$ cat src/rtl/calc_pkg.sv
// Shared definitions for the calculator arithmetic sequencer:
// operation codes, sequencer state encoding and default sizing constants.
package calc_pkg;

  localparam int DEFAULT_WIDTH = 32;
  localparam int DEFAULT_SCALE = 100;

  typedef enum logic [1:0] {
    OP_ADD = 2'd0,
    OP_SUB = 2'd1,
    OP_MUL = 2'd2,
    OP_DIV = 2'd3
  } op_t;

  typedef enum logic [2:0] {
    ST_IDLE   = 3'd0,
    ST_ADDSUB = 3'd1,
    ST_MUL    = 3'd2,
    ST_DIV    = 3'd3,
    ST_FIX    = 3'd4,
    ST_DONE   = 3'd5
  } state_t;

  // Add and subtract finish in a single adder pass; the rest go through muldiv_core.
  function automatic logic is_addsub(input logic [1:0] op);
    return (op == OP_ADD) || (op == OP_SUB);
  endfunction

endpackage

$ cat src/rtl/arith_sequencer_if.sv
// Request/response bundle between the control_unit (master) and the
// arithmetic sequencer (slave).
interface arith_sequencer_if #(parameter int WIDTH = 32);

  logic                    start;
  logic [1:0]              op;
  logic signed [WIDTH-1:0] operand_a;
  logic signed [WIDTH-1:0] operand_b;
  logic                    ready;
  logic                    busy;
  logic signed [WIDTH-1:0] result;
  logic                    result_valid;
  logic                    div_zero;
  logic                    overflow;

  modport master (
    output start, op, operand_a, operand_b,
    input  ready, busy, result, result_valid, div_zero, overflow
  );

  modport slave (
    input  start, op, operand_a, operand_b,
    output ready, busy, result, result_valid, div_zero, overflow
  );

endinterface

$ cat src/rtl/muldiv_core.sv
// Iterative unsigned datapath: W-step shift-add multiply followed by a
// 2W-step restoring divide, both driven through one shared adder.
// The quotient replaces the dividend in the product register as it shifts.
// Optional macro ROUND_HALF_UP_EN: the quotient output is bumped by one when
// twice the final remainder reaches the divisor (round half away from zero).
module muldiv_core #(
  parameter int WIDTH = 32
) (
  input  logic               clock,
  input  logic               reset,
  input  logic               load,
  input  logic               step,
  input  logic               div_phase,
  input  logic [WIDTH-1:0]   mcand_in,
  input  logic [WIDTH-1:0]   mplier_in,
  input  logic [WIDTH-1:0]   divisor_in,
  output logic               last,
  output logic [2*WIDTH-1:0] quotient
);

  localparam int CW = $clog2(2*WIDTH);
  localparam logic [CW-1:0] MUL_ITERS = CW'(WIDTH - 1);
  localparam logic [CW-1:0] DIV_ITERS = CW'(2*WIDTH - 1);

  logic [2*WIDTH-1:0] p_reg;
  logic [WIDTH-1:0]   r_reg;
  logic [WIDTH-1:0]   m_reg;
  logic [WIDTH-1:0]   d_reg;
  logic [CW-1:0]      cnt_reg;

  logic [WIDTH:0]     r_shift;
  logic [WIDTH:0]     add_a;
  logic [WIDTH:0]     add_b;
  logic               add_cin;
  logic [WIDTH+1:0]   add_sum;
  logic               q_bit;

  // Partial remainder shifted left with the next dividend bit brought in.
  assign r_shift = {r_reg, p_reg[2*WIDTH-1]};
  assign last    = (cnt_reg == '0);
  // Carry out of the subtract means no borrow, i.e. the divisor fits.
  assign q_bit   = add_sum[WIDTH+1];

  // Shared adder: accumulates the multiplicand or subtracts the divisor.
  always_comb begin
    add_a   = {1'b0, p_reg[2*WIDTH-1:WIDTH]};
    add_b   = {1'b0, m_reg};
    add_cin = 1'b0;
    if (div_phase) begin
      add_a   = r_shift;
      add_b   = ~{1'b0, d_reg};
      add_cin = 1'b1;
    end
    add_sum = {1'b0, add_a} + {1'b0, add_b} + {{(WIDTH+1){1'b0}}, add_cin};
  end

  // Operand load, then one multiplier bit or one quotient bit per step.
  always_ff @(posedge clock or negedge reset) begin
    if (!reset) begin
      p_reg   <= '0;
      r_reg   <= '0;
      m_reg   <= '0;
      d_reg   <= '0;
      cnt_reg <= '0;
    end else if (load) begin
      p_reg   <= {{WIDTH{1'b0}}, mplier_in};
      r_reg   <= '0;
      m_reg   <= mcand_in;
      d_reg   <= divisor_in;
      cnt_reg <= MUL_ITERS;
    end else if (step) begin
      // The counter reloads for the divide phase on the last multiply step.
      cnt_reg <= last ? DIV_ITERS : cnt_reg - CW'(1);
      if (div_phase) begin
        p_reg <= {p_reg[2*WIDTH-2:0], q_bit};
        r_reg <= q_bit ? add_sum[WIDTH-1:0] : r_shift[WIDTH-1:0];
      end else begin
        p_reg <= p_reg[0] ? {add_sum[WIDTH:0], p_reg[WIDTH-1:1]}
                          : {1'b0, p_reg[2*WIDTH-1:1]};
      end
    end
  end

`ifdef ROUND_HALF_UP_EN
  logic round_up;
  assign round_up = ({1'b0, r_reg, 1'b0} >= {2'b00, d_reg});
  assign quotient = p_reg + {{(2*WIDTH-1){1'b0}}, round_up};
`else
  assign quotient = p_reg;
`endif

endmodule

$ cat src/rtl/arith_sequencer.sv
// Multi-cycle fixed-point arithmetic sequencer. Add/sub take one adder pass
// with saturation; mul/div run a multiply then a divide through muldiv_core,
// followed by sign fix-up and saturation.
// Optional macro ROUND_HALF_UP_EN (handled inside muldiv_core) rounds the
// mul/div quotient half away from zero instead of truncating.
module arith_sequencer
  import calc_pkg::*;
#(
  parameter int WIDTH = DEFAULT_WIDTH,
  parameter int SCALE = DEFAULT_SCALE
) (
  input logic               clock,
  input logic               reset,
  arith_sequencer_if.slave  bus
);

  localparam logic [WIDTH-1:0]   RES_MAX   = {1'b0, {(WIDTH-1){1'b1}}};
  localparam logic [WIDTH-1:0]   RES_MIN   = {1'b1, {(WIDTH-1){1'b0}}};
  localparam logic [2*WIDTH-1:0] Q_POS_LIM = {{(WIDTH+1){1'b0}}, {(WIDTH-1){1'b1}}};
  localparam logic [2*WIDTH-1:0] Q_NEG_LIM = {{WIDTH{1'b0}}, 1'b1, {(WIDTH-1){1'b0}}};

  state_t             state_reg, state_next;
  op_t                op_reg;
  logic [WIDTH-1:0]   a_reg, b_reg;
  logic               sign_reg;
  logic [WIDTH-1:0]   result_reg;
  logic               div_zero_reg;
  logic               overflow_reg;

  logic               accept;
  logic               div_by_zero;
  logic [WIDTH-1:0]   a_mag, b_mag;
  logic               core_load, core_step, core_last;
  logic [2*WIDTH-1:0] core_quotient;
  logic [WIDTH-1:0]   mcand, mplier, divisor;

  logic [WIDTH:0]     ext_a, ext_b, addsub_sum;
  logic               addsub_ovf;
  logic [WIDTH-1:0]   addsub_res;
  logic               fix_ovf;
  logic [WIDTH-1:0]   fix_res;

  logic               ready_next, busy_next, valid_next;

  assign accept      = (state_reg == ST_IDLE) && bus.start;
  assign div_by_zero = (bus.op == OP_DIV) && (bus.operand_b == '0);

  // Magnitudes as unsigned; the most negative value maps onto 2^(W-1).
  assign a_mag = bus.operand_a[WIDTH-1] ? (~bus.operand_a + WIDTH'(1)) : bus.operand_a;
  assign b_mag = bus.operand_b[WIDTH-1] ? (~bus.operand_b + WIDTH'(1)) : bus.operand_b;

  // MUL computes |a|*|b|/SCALE, DIV computes |a|*SCALE/|b|.
  assign mcand   = a_mag;
  assign mplier  = (bus.op == OP_DIV) ? WIDTH'(SCALE) : b_mag;
  assign divisor = (bus.op == OP_DIV) ? b_mag : WIDTH'(SCALE);

  muldiv_core #(.WIDTH(WIDTH)) u_core (
    .clock      (clock),
    .reset      (reset),
    .load       (core_load),
    .step       (core_step),
    .div_phase  (state_reg == ST_DIV),
    .mcand_in   (mcand),
    .mplier_in  (mplier),
    .divisor_in (divisor),
    .last       (core_last),
    .quotient   (core_quotient)
  );

  // Add/sub on WIDTH+1 bits; the two top bits disagree exactly on overflow.
  assign ext_a      = {a_reg[WIDTH-1], a_reg};
  assign ext_b      = {b_reg[WIDTH-1], b_reg};
  assign addsub_sum = (op_reg == OP_SUB) ? (ext_a - ext_b) : (ext_a + ext_b);
  assign addsub_ovf = addsub_sum[WIDTH] ^ addsub_sum[WIDTH-1];
  assign addsub_res = addsub_ovf ? (addsub_sum[WIDTH] ? RES_MIN : RES_MAX)
                                 : addsub_sum[WIDTH-1:0];

  // Quotient magnitude is saturated against the limit for its sign, then negated.
  assign fix_ovf = sign_reg ? (core_quotient > Q_NEG_LIM) : (core_quotient > Q_POS_LIM);
  assign fix_res = fix_ovf ? (sign_reg ? RES_MIN : RES_MAX)
                           : (sign_reg ? (~core_quotient[WIDTH-1:0] + WIDTH'(1))
                                       : core_quotient[WIDTH-1:0]);

  // State register.
  always_ff @(posedge clock or negedge reset) begin
    if (!reset) state_reg <= ST_IDLE;
    else        state_reg <= state_next;
  end

  // Next state, core sequencing strobes and handshake outputs.
  always_comb begin
    state_next = state_reg;
    core_load  = 1'b0;
    core_step  = 1'b0;
    ready_next = 1'b0;
    busy_next  = 1'b1;
    valid_next = 1'b0;
    case (state_reg)
      ST_IDLE: begin
        ready_next = 1'b1;
        busy_next  = 1'b0;
        if (bus.start) begin
          if (is_addsub(bus.op)) begin
            state_next = ST_ADDSUB;
          end else if (div_by_zero) begin
            state_next = ST_DONE;
          end else begin
            state_next = ST_MUL;
            core_load  = 1'b1;
          end
        end
      end
      ST_ADDSUB: state_next = ST_DONE;
      ST_MUL: begin
        core_step = 1'b1;
        if (core_last) state_next = ST_DIV;
      end
      ST_DIV: begin
        core_step = 1'b1;
        if (core_last) state_next = ST_FIX;
      end
      ST_FIX: state_next = ST_DONE;
      ST_DONE: begin
        valid_next = 1'b1;
        state_next = ST_IDLE;
      end
      default: state_next = ST_IDLE;
    endcase
  end

  // Request capture, flag clearing and result write-back.
  always_ff @(posedge clock or negedge reset) begin
    if (!reset) begin
      op_reg       <= OP_ADD;
      a_reg        <= '0;
      b_reg        <= '0;
      sign_reg     <= 1'b0;
      result_reg   <= '0;
      div_zero_reg <= 1'b0;
      overflow_reg <= 1'b0;
    end else begin
      if (accept) begin
        op_reg       <= op_t'(bus.op);
        a_reg        <= bus.operand_a;
        b_reg        <= bus.operand_b;
        sign_reg     <= !is_addsub(bus.op) && (bus.operand_a[WIDTH-1] ^ bus.operand_b[WIDTH-1]);
        div_zero_reg <= div_by_zero;
        overflow_reg <= 1'b0;
        if (div_by_zero) result_reg <= '0;
      end
      if (state_reg == ST_ADDSUB) begin
        result_reg   <= addsub_res;
        overflow_reg <= addsub_ovf;
      end
      if (state_reg == ST_FIX) begin
        result_reg   <= fix_res;
        overflow_reg <= fix_ovf;
      end
    end
  end

  assign bus.ready        = ready_next;
  assign bus.busy         = busy_next;
  assign bus.result_valid = valid_next;
  assign bus.result       = result_reg;
  assign bus.div_zero     = div_zero_reg;
  assign bus.overflow     = overflow_reg;

endmodule

$ cat src/flat_wrapper.sv
// flat-port wrapper written by rule: the top's interface ports become plain ports
module arith_sequencer_flat import calc_pkg::*;
#(
  parameter int WIDTH = DEFAULT_WIDTH,
  parameter int SCALE = DEFAULT_SCALE
)
  (clock, reset, bus_start, bus_op, bus_operand_a, bus_operand_b, bus_ready, bus_busy, bus_result, bus_result_valid, bus_div_zero, bus_overflow);
  arith_sequencer_if #(.WIDTH(WIDTH)) bus_i ();
  input logic clock;
  input logic reset;
  input wire logic [$bits(bus_i.start)-1:0] bus_start;
  input wire logic [$bits(bus_i.op)-1:0] bus_op;
  input wire logic [$bits(bus_i.operand_a)-1:0] bus_operand_a;
  input wire logic [$bits(bus_i.operand_b)-1:0] bus_operand_b;
  output wire logic [$bits(bus_i.ready)-1:0] bus_ready;
  output wire logic [$bits(bus_i.busy)-1:0] bus_busy;
  output wire logic [$bits(bus_i.result)-1:0] bus_result;
  output wire logic [$bits(bus_i.result_valid)-1:0] bus_result_valid;
  output wire logic [$bits(bus_i.div_zero)-1:0] bus_div_zero;
  output wire logic [$bits(bus_i.overflow)-1:0] bus_overflow;
  assign bus_i.start = bus_start;
  assign bus_i.op = bus_op;
  assign bus_i.operand_a = bus_operand_a;
  assign bus_i.operand_b = bus_operand_b;
  assign bus_ready = bus_i.ready;
  assign bus_busy = bus_i.busy;
  assign bus_result = bus_i.result;
  assign bus_result_valid = bus_i.result_valid;
  assign bus_div_zero = bus_i.div_zero;
  assign bus_overflow = bus_i.overflow;
  arith_sequencer #(.WIDTH(WIDTH), .SCALE(SCALE)) u_core (.clock(clock), .reset(reset), .bus(bus_i));
endmodule
$ cat config.mk
export PLATFORM = sky130hd
export DESIGN_NAME = arith_sequencer_flat
export DESIGN_NICKNAME = d
export VERILOG_FILES = /design/src/rtl/calc_pkg.sv /design/src/rtl/arith_sequencer_if.sv /design/src/rtl/muldiv_core.sv /design/src/rtl/arith_sequencer.sv /design/src/flat_wrapper.sv
export SDC_FILE = /design/constraint.sdc
export NUM_CORES = 1
export LEC_CHECK = 0
export CORE_ASPECT_RATIO = 1.75
export CORE_MARGIN = 2
export CORE_UTILIZATION = 53
export CTS_BUF_LIST = sky130_fd_sc_hd__clkbuf_8
export DETAILED_ROUTE_END_ITERATION = 8
export PLACE_DENSITY = 0.79
export SLEW_MARGIN = 20
export SYNTH_ARGS = -nofsm -noshare
export SYNTH_HDL_FRONTEND = slang
export SYNTH_SLANG_ARGS = --single-unit
$ cat constraint.sdc
create_clock -name clock -period 6.35 [get_ports clock]
set_input_delay 1.27 -clock clock [delete_from_list [all_inputs] [get_ports clock]]
set_output_delay 1.27 -clock clock [all_outputs]
set_load 0.01 [all_outputs]
==> results.py <==
metrics = {
    "clocking": {
        "cts_buffers": 42,
        "cts.clk_slew.worst_paths_ns": 0.06,
        "cts_resized": 0,
        "clockBufferDepth": 3,
        "clockRootBuffer": "clkbuf_8",
        "cts_sinks": 270,
        "post-cts-setup-buffers": 0,
        "cts_max_level": 2,
        "cts_tree": "built",
        "postCtsHoldBufs": 0,
        "clock_latency_ns": 0.61,
    },
    "worst_setup_path": {
        "cp_common_cell": "nand2_1",
        "arrival_ns": 6.48,
        "crit_family": "simple AND/OR/NAND/NOR gates",
        "path_cells": "inv_1 -> ha_1 -> nand2_1 -> or4_1 -> or4_1 -> or3_1 -> or4_4 -> nand2_1 -> xor2_1 -> ha_1 -> nand2_1 -> o21ai_0 -> nor4_1 -> o41ai_1 -> a21oi_1 -> nand3_1 -> nand4b_1 -> buf_4 -> o211ai_1",
        "ff2ff_setup_slack_ns": 0.36,
        "cp_slowest_cell": "o41ai_1",
        "startpoint_type": "flip-flop",
        "r2r-end": "u_core.bus.result[13]",
        "cpPeakStageDelay_ns": 0.66,
        "critical_path_class": "reg2reg",
        "worstPathMaxFanout": 14,
        "worst-path-buf-inv": 2,
        "cp-end-kind": "flip-flop",
        "rr_startpoint": "u_core.b_reg[0]",
        "startpoint": "u_core.b_reg[0]",
        "crit_required_ns": 6.84,
        "reg2reg_depth": 19,
    },
    "cells_and_area": {
        "largest_register_ffs": 64,
        "fin_nets": 2560,
        "drive_gt1_frac": 0.06125,
        "fill_cells": 3252,
        "syn2layout_area_growth_pct": 11.49,
        "stdcell_area_um2": 21420,
    },
    "yosys": {
        "syn_nets": 2548,
        "ys_ff_latch": 270,
        "netlist_area_um2": 19210,
        "synth_top_flop_cell": "dfrtp_1",
        "yosysSeqAreaShare": 0.3517,
        "synth_edf_count": 0,
        "synth_top_area_cell": "dfrtp_1",
        "synth_cells": 2407,
        "synth_most_common_cell": "nand2_1",
        "yosysUniqueCellTypes": 89,
        "async_flop_share": 1.000,
        "yosys_warnings": 0,
        "synth_top_area_share": 0.3517,
        "synthTopCellsByArea": "dfrtp_1, nand2_1, o21ai_0, ha_1, xor2_1",
        "synthTopCellsByCount": "nand2_1, dfrtp_1, o21ai_0, nor2_1, a21oi_1",
        "syn_area_per_cell_um2": 7.980,
    },
    "detailed_routing": {
        "drtIter0Drc": 1581,
        "drc_errors": 0,
        "final_antenna_net_count": 0,
        "dr.pass1.iters": 6,
        "vias": 18784,
        "wl_per_cell_um": 23.42,
        "post_drt_via_cell_ratio": 6.431,
        "finalWirelength_mm": 68.40,
    },
    "floorplan": {
        "die_w_um": 147.9,
        "pin_count": 106,
        "start_util": 0.5348,
        "num_rows": 92,
        "core-area_um2": 35910,
        "die_area_um2": 37840,
        "die_y_um": 255.8,
    },
    "timing": {
        "period_share": 0.9437,
        "timing.final.max_slew_violations": 0,
        "finalHoldViolCount": 0,
        "period_needed_ns": 5.993,
        "tns_ns": 0,
        "fmax_ghz": 0.1669,
        "tightest_slew_ns": 1.090,
        "rsz0062_at_grt": "no",
        "setup_viol_count_final": 0,
        "fin_worst_skew_ns": 0.03749,
        "slew_headroom": 0.2689,
        "layout_setup_ws_ns": 0.3572,
    },
    "outcome": {
        "status": "finished, final reports clean",
    },
    "place": {
        "gp_congestion": 1.070,
        "dp_slack_ns": 0.4920,
        "hpwl_mm": 50.94,
        "placed_cell_area_um2": 20460,
        "io_buffers": 105,
    },
    "global_route": {
        "grt_max_degree": 108,
        "grt_pass1_wl_mm": 104.5,
        "grt_pass1_vias": 18206,
        "antenna_found_initial": 5,
        "overflow": 0,
        "grt_usage": 0.3577,
    },
    "job": {
        "maxCapViolCount": 0,
    },
    "hold_path": {
        "hold_path.class": "reg2reg",
        "holdPathStages": 2,
        "hold_start": "u_core.u_core.m_reg[25]",
        "holdPathEnd": "u_core.u_core.m_reg[25]",
    },
}
[cell families (layout without fill, tap and decap cells)]
group | after synthesis | after routing | share of synthesized area
AO/OA/AOI/OAI | 703 | 703 | 0.2372
XOR/XNOR | 144 | 144 | 0.06638
adder cells (fa/ha/maj) | 72 | 72 | 0.04807
buffers and inverters | 207 | 249 | 0.04377
flip-flops | 270 | 270 | 0.3517
multiplexers | 58 | 58 | 0.03035
other | 0 | 2 | 0
AND/OR/NAND/NOR | 953 | 953 | 0.2224
[worst min-delay path: stages, from the launching register on]
cell and delay (ns):
dfrtp_1 0.34, nand2_1 0.05, o21ai_0 0.06
[metal layers]
layer	global-route usage	wire length, um
met5	0	41
met4	0.2828	6361
met3	0.04831	4089
met2	0.6269	34540
met1	0.3817	23370
[through the flow]
stage	instances	utilization	hold WS [ns]
2_1_floorplan	2407	-	0.4432
3_3_place_gp	2845	0.5696	0.4534
3_5_place_dp	2845	0.5696	0.4647
4_1_cts	2919	0.5962	0.4798
6_report	2921	0.5963	0.4795
5_1_grt	2921	0.5963	0.5024
[cell usage in the layout, fill, tap and decap left out, drive strengths merged, types with 56 or more instances in the layout]
master           n
a21oi          155
clkdlybuf4s50  104
dfrtp          270
ha              69
mux2i           56
nand2          498
nand3           62
nor2           161
nor3            63
o21ai          222
xor2            95
[worst max path at each step]
stage	endpoint	depth (start not counted)
finish	u_core.bus.result[13]	19
floorplan	u_core.bus.result[11]	18
global placement	u_core.bus.result[11]	19
CTS	u_core.bus.result[13]	18
detailed placement	u_core.bus.result[13]	18
global route	u_core.bus.result[13]	18
[layout make-up]
class	instances	area [um2]	area share
timing repair buffer	139	1336	0.06240
tap	470	588.1	0.02746
clock buffer	49	674.4	0.03149
multi-input combinational	1930	11640	0.5435
inverter	36	137.6	0.006427
clock inverter	25	277.8	0.01297
antenna	2	5.005	0.0002337
sequential	270	6758	0.3156
Power is left out: the tool's default activity adds up to more than one toggle a clock period on the data nets, which glitch-free logic cannot reach.
